===== src/rtl/mem_port_arbiter.sv =====
// Serialises the instruction-fetch and data ports onto one unified-cache port and returns both responses together.
// Optional fetch-reuse path is compiled in when ARB_IFETCH_REUSE_EN is defined.
module mem_port_arbiter (
    input  logic        clk,
    input  logic        rst,
    input  logic        icache_read,
    input  logic [31:0] icache_addr,
    output logic [31:0] icache_rdata,
    output logic        icache_resp,
    input  logic        dcache_read,
    input  logic        dcache_write,
    input  logic [31:0] dcache_addr,
    input  logic [31:0] dcache_wdata,
    input  logic [3:0]  dcache_byte_enable,
    output logic [31:0] dcache_rdata,
    output logic        dcache_resp,
    output logic        mem_read,
    output logic        mem_write,
    output logic [31:0] mem_addr,
    output logic [31:0] mem_wdata,
    output logic [3:0]  mem_byte_enable,
    input  logic [31:0] mem_rdata,
    input  logic        mem_resp
);
    typedef enum logic [1:0] {
        IDLE    = 2'd0,
        GRANT_I = 2'd1,
        GRANT_D = 2'd2
    } state_t;

    state_t      state;
    logic        done_i;
    logic        done_d;
    logic [31:0] buf_i;
    logic [31:0] buf_d;
    logic [31:0] i_addr_q;

    logic act_i;
    logic act_d;
    logic i_match;
    logic i_hit;
    logic i_mem_done;
    logic d_mem_done;
    logic reuse_hit;
    logic cmp_i;
    logic cmp_d;
    logic advance;
    logic need_i;
    logic need_d;

    assign act_i      = icache_read;
    assign act_d      = dcache_read | dcache_write;
    // A buffered or in-flight fetch only counts if the datapath still wants that address.
    assign i_match    = (icache_addr == i_addr_q);
    assign i_hit      = done_i & i_match;
    assign i_mem_done = (state == GRANT_I) & mem_resp & i_match;
    assign d_mem_done = (state == GRANT_D) & mem_resp;

`ifdef ARB_IFETCH_REUSE_EN
    logic [31:0] last_i_addr;
    logic [31:0] last_i_data;
    logic        reuse_valid;

    assign reuse_hit    = act_i & reuse_valid & (icache_addr == last_i_addr);
    assign icache_rdata = i_hit ? buf_i : (reuse_hit ? last_i_data : mem_rdata);

    // Remember the last fetched word; a store to that word makes it stale.
    always_ff @(posedge clk) begin
        if (rst) begin
            reuse_valid <= 1'b0;
            last_i_addr <= 32'd0;
            last_i_data <= 32'd0;
        end else if (i_mem_done) begin
            reuse_valid <= 1'b1;
            last_i_addr <= i_addr_q;
            last_i_data <= mem_rdata;
        end else if ((state == IDLE) && need_d && dcache_write &&
                     (dcache_addr[31:2] == last_i_addr[31:2])) begin
            reuse_valid <= 1'b0;
        end
    end
`else
    assign reuse_hit    = 1'b0;
    assign icache_rdata = i_hit ? buf_i : mem_rdata;
`endif

    assign cmp_i        = i_hit | i_mem_done | reuse_hit;
    assign cmp_d        = done_d | d_mem_done;
    assign advance      = (act_i | act_d) & (~act_i | cmp_i) & (~act_d | cmp_d);
    assign icache_resp  = advance & act_i;
    assign dcache_resp  = advance & act_d;
    assign dcache_rdata = done_d ? buf_d : mem_rdata;
    assign need_i       = act_i & ~cmp_i;
    assign need_d       = act_d & ~done_d;

    always_ff @(posedge clk) begin
        if (rst) begin
            state           <= IDLE;
            done_i          <= 1'b0;
            done_d          <= 1'b0;
            buf_i           <= 32'd0;
            buf_d           <= 32'd0;
            i_addr_q        <= 32'd0;
            mem_read        <= 1'b0;
            mem_write       <= 1'b0;
            mem_addr        <= 32'd0;
            mem_wdata       <= 32'd0;
            mem_byte_enable <= 4'd0;
        end else begin
            case (state)
                IDLE: begin
                    // Data first: it belongs to the older instruction.
                    if (need_d) begin
                        state           <= GRANT_D;
                        mem_read        <= dcache_read;
                        mem_write       <= dcache_write;
                        mem_addr        <= dcache_addr;
                        mem_wdata       <= dcache_wdata;
                        mem_byte_enable <= dcache_byte_enable;
                    end else if (need_i) begin
                        state           <= GRANT_I;
                        mem_read        <= 1'b1;
                        mem_write       <= 1'b0;
                        mem_addr        <= icache_addr;
                        mem_wdata       <= 32'd0;
                        mem_byte_enable <= 4'd0;
                        i_addr_q        <= icache_addr;
                    end
                end
                GRANT_I: begin
                    if (mem_resp) begin
                        state     <= IDLE;
                        mem_read  <= 1'b0;
                        mem_write <= 1'b0;
                        if (i_match) begin
                            buf_i  <= mem_rdata;
                            done_i <= 1'b1;
                        end
                    end
                end
                GRANT_D: begin
                    if (mem_resp) begin
                        state     <= IDLE;
                        mem_read  <= 1'b0;
                        mem_write <= 1'b0;
                        buf_d     <= mem_rdata;
                        done_d    <= 1'b1;
                    end
                end
                default: state <= IDLE;
            endcase

            if (done_i && !i_match) begin
                done_i <= 1'b0;
            end
            if (advance) begin
                done_i <= 1'b0;
                done_d <= 1'b0;
            end
        end
    end
endmodule


===== config.mk =====
export PLATFORM = sky130hd
export DESIGN_NAME = mem_port_arbiter
export DESIGN_NICKNAME = d
export VERILOG_FILES = /design/src/rtl/mem_port_arbiter.sv
export SDC_FILE = /design/constraint.sdc
export NUM_CORES = 1
export LEC_CHECK = 0
export CAP_MARGIN = 10
export CORE_UTILIZATION = 68
export CTS_BUF_LIST = sky130_fd_sc_hd__clkbuf_16
export CTS_CLUSTER_SIZE = 10
export DETAILED_ROUTE_END_ITERATION = 12
export DONT_BUFFER_PORTS = 1
export PLACE_DENSITY = 0.87
export RECOVER_POWER = 50
export SYNTH_ARGS = -nofsm -noshare
export SYNTH_HDL_FRONTEND = slang
export SYNTH_SLANG_ARGS = --single-unit

===== constraint.sdc =====
create_clock -name clk -period 4.6 [get_ports clk]
set_input_delay 1.15 -clock clk [delete_from_list [all_inputs] [get_ports clk]]
set_output_delay 1.15 -clock clk [all_outputs]
set_load 0.05 [all_outputs]

**Word-level counts from Yosys, hierarchy flattened**

Index checks and enable logic that the tools add are counted.

- Eq/ne operators: 5
- Multiplexer cells: 19
- Bitwise operators: 21
- Reductions and logical operators: 14

Operators by type and width:

| operator | number |
|---|---|
| $mux W32 | 6 |
| $eq A32 B32 Y1 | 1 |
| $and A1 B1 Y1 | 10 |
| $reduce_and A3 Y1 | 3 |
| $mux W4 | 2 |
| $mux W2 | 3 |
| $or A1 B1 Y1 | 6 |
| $reduce_and A2 Y1 | 3 |
| $mux W1 | 5 |
| $not A1 Y1 | 5 |
| $pmux W1 S2 | 2 |
| $pmux W2 S2 | 1 |
| $reduce_bool A2 Y1 | 2 |
| $reduce_or A2 Y1 | 2 |
| $ne A3 B3 Y1 const B | 1 |
| $reduce_or A3 Y1 | 1 |
| $eq A2 B1 Y1 const B | 1 |
| $eq A2 B2 Y1 const B | 1 |
| $logic_not A2 Y1 | 1 |
| $ne A2 B1 Y1 const B | 1 |
| $logic_and A1 B1 Y1 | 1 |
| $logic_not A1 Y1 | 1 |

- Register bits: 170
- Input port bits: 138
- Output and inout port bits: 136
- Logic and storage cells: 70

**Logic depth before layout (Yosys ltp)**

- Depth after elaboration: 9
- Depth in mapped cells: 9
- Gate-level depth less buffers: 7

**Least setup slack after synthesis**

Ideal clock, no wire load.

- Path type: input-to-output
- From: in icache_addr[29]
- To: out dcache_resp
- Arrival: 3.190 ns
- Data required time: 3.450 ns
- Path slack: 0.260 ns
- Cell stages on the path: 6
- Path buffers: 0
- Cell sequence: xor2_1 > nor4_1 > and4_1 > nand2_1 > o21a_1 > nor3_1

- Word-level cells in the longest chain between the ends: 7
- Elaborated cells between the ends (all ways): 8
- Classes of those cells: 1 x eq/ne; 7 x bitwise

RTL lines:

| item | RTL line | source |
|---|---|---|
| start, declared | 7 | `input logic [31:0] icache_addr,` |
| $eq A32 B32 Y1 (*) | 54 | `assign i_match = (icache_addr == i_addr_q);` |
| $and A1 B1 Y1, on equally long branches | 55, 56 |  |
| $or A1 B1 Y1 (*) | 87 | `assign cmp_i = i_hit \| i_mem_done \| reuse_hit;` |
| $or A1 B1 Y1 (*) | 89 | `assign advance = (act_i \| act_d) & (~act_i \| cmp_i) & (~act_d \| cmp_d);` |
| $and A1 B1 Y1 (*) (2 in a row) | 89 |  |
| $and A1 B1 Y1 (*) | 91 | `assign dcache_resp = advance & act_d;` |
| end, declared | 16 | `output logic dcache_resp,` |

Mark *: on every way between the ends. The rest lies on a longest branch, timed or not.

**Worst setup path after layout**

- From: in icache_addr[2]
- To: out icache_rdata[1]

- Word-level cells in the longest chain between the ends: 3

RTL lines:

| item | RTL line | source |
|---|---|---|
| $eq A32 B32 Y1 | 54 |  |
| $and A1 B1 Y1 | 55 | `assign i_hit = done_i & i_match;` |
| $mux W32 | 84 | `assign icache_rdata = i_hit ? buf_i : mem_rdata;` |
| end, declared | 8 | `output logic [31:0] icache_rdata,` |

Every way passes these cells.

==> results.ini <==
[routing]
via_per_inst=6.22
top_layer=met4
wirelength_met1_um=7170
routed_wl_um=18300
route.met3.wl_um=1540
drc_errors=0
drtAntennaViolNets=0
vias=5918
routedWlPerCell_um=19.2
firstDrtPassIters=7
drt_iter0_drc=404
route.met2.wl_um=9020

[yosys]
yosys_warnings=0
synthCells=812
synth_fp_nets=954
avgSynthCellArea_um2=9.48
ys_seq_area_frac=0.442
synth_edf_count=0
synth_top_area_frac=0.442
synth_area_um2=7690
ys_seq_elements=170
synthArstFlopShare=0
ys_types=39
yosys-top-cells-area=dfxtp_1, mux2i_1, mux2_2
synthFlopType=dfxtp_1
synth_largest_area_cell=dfxtp_1

[critical_path]
crit_type=input port to output pin
cp_max_fo=32
critPathArrivalTime_ps=3070
reg2reg_depth=6
crit_path_start_kind=input port
cp_common_cell=buf_4
slowest_delay_ps=500
crit_slowest_cell=nor4_1
path_cells=xor2_1 > nor4_1 > and4_1 > nand3_1 > buf_4 > mux2_1 > buf_4
required_ps=3450
cp-end-kind=output pin

[finish]
antennaDiodeCount=0
regArea_um2=3400
area_growth_pct=8.33
layout-drive-gt1-share=0.144
fin_nets=940
layout.cells.most_common=dfxtp_1
final_cell_area_um2=8340
layout_common_cells=dfxtp_1, nand2_1, nor2_1, nand2b_1, mux2i_1
multiInputGateArea_um2=3990
fillers=756

[power_and_ir_drop]
combPwrFrac=0.142
clkPwrFrac=0.345
p_int_mw=2.52
seq_power_share=0.513
vdd_drop_max_v=0.000353
power.share.switching=0.348
p_leak_nw=3.15
power_density_nw_per_um2=464
switchingPower_mw=1.35

[floorplanning]
die_h_um=108
core-area_um2=10900
pin_count=274
initial_core_util=0.704
rows=38
fp.dieW_um=108
die-area_um2=11700

[timing]
slew_viol_final=37
skew_ps=10.7
hold_slack_ps=446
tightest_slew_ps=2190
rsz0062_at_grt=false
finalHoldViolations=0
fin_crit_sh=0.918
tns_ps=0
setup_viol=0
min_period_ps=4220
slew_headroom=-0.464
clock.fmax_mhz=237

[clock_tree]
root_buffer=clkbuf_16
cts_inserted_buffers=17
clock_path_buffers=2
cts_tree=done
htreeDepth=4
clk_latency_ps=420
cts_setup_buffers=0
ctsHoldBuffers=0
clkTransAtPathRegs_ps=60
cts_resized=0
cts.sinks=170

[run_status]
violations=capacitance limit, slew limit
status=finished, violations left

[hold_path]
worstHoldPathType=register to register
holdPathStages=2

[placement]
finalWeightedCongestion=0.820
hpwlAfterDp_um=12500
dpl_cell_area_um2=7790
port_buffers=0

[global_routing]
grt_pass1_wl_um=27400
antenna_found_initial=0
grt_pass1_vias=5810
grt_usage=0.301
grt_max_degree=170
grt_overflow_total=0

[run]
max-cap-violations=1

flip-flops by register name, summed over array words and instances, names as in the netlist:
signal           count
buf_d               32
buf_i               32
done_d               1
done_i               1
i_addr_q            32
mem_addr            32
mem_byte_enable      4
mem_read             1
mem_wdata           32
mem_write            1
state                2
cells in the mapped netlist (5+ instances only):
cell and n:
a21oi_1 36, a22o_1 36, a311oi_1 28, buf_2 11, buf_6 6, clkbuf_1 35
dfxtp_1 170, mux2_1 15, mux2_2 49, mux2i_1 64, nand2_1 134, nand2b_1 69
nor2_1 70, nor4_1 5, xor2_1 32
worst max-delay path: cells and delay by family:
| family | cells | cell delay, ps |
|---|---|---|
| xor gates and xnor gates | 1 | 130 |
| buffers and inverters | 2 | 470 |
| muxes | 1 | 390 |
| and+or+nand+nor | 3 | 920 |
area by class of cell:
| type | count | area share |
|---|---|---|
| repair buffers | 26 | 0.0240 |
| well taps | 140 | 0.0210 |
| multi-input cells | 580 | 0.479 |
| inverters | 3 | 0.00135 |
| flip-flops and latches | 170 | 0.408 |
| clock inverters | 15 | 0.0156 |
| clock buffers | 17 | 0.0510 |
power by group through the flow:
stage,sequential (mW),clock (mW),combinational [mW]
after detailed placement,2.01,0,0.546
after floorplan,1.98,0,0.495
after global routing,2.00,1.41,0.589
after global placement,2.01,0,0.523
after CTS,1.98,1.35,0.549
final,1.98,1.33,0.548
stage by stage:
step                      worst slack [ps]  power, mW  utilization  cells
after floorplan                        260       2.48            -    812
after global placement                 481       2.53        0.713    918
after detailed placement               424       2.56        0.713    918
after CTS                              384       3.88        0.764    950
after global routing                   321       4.00        0.762    951
final                                  378       3.87        0.762    951
layer usage:
| metal | track usage | vias up |
|---|---|---|
| li1 | - | 2770 |
| met1 | 0.325 | 2837 |
| met2 | 0.513 | 264 |
| met3 | 0.108 | 47 |
| met4 | 0.165 | 0 |
| met5 | 0 | - |
worst paths after layout:
check | start | endpoint | slack [ps]
max | icache_addr[2] | icache_rdata[1] | 380
min reg2reg | buf_d[27] | buf_d[27] | 450
max reg2reg | i_addr_q[2] | mem_wdata[27] | 1070
min | buf_d[27] | buf_d[27] | 450
kinds of logic (layout without fill, tap and decap cells):
family	count (synthesis)	count (layout)	synth area share
AO/OA/AOI/OAI	116	116	0.116
XOR/XNOR	32	32	0.0364
adder cells (fa/ha/maj)	4	4	0.00650
buffers and inverters	62	61	0.0393
flip-flops	170	170	0.442
multiplexers	128	128	0.177
AND/OR/NAND/NOR	300	300	0.182
No activity file was read; power rests on OpenSTA's default activity.
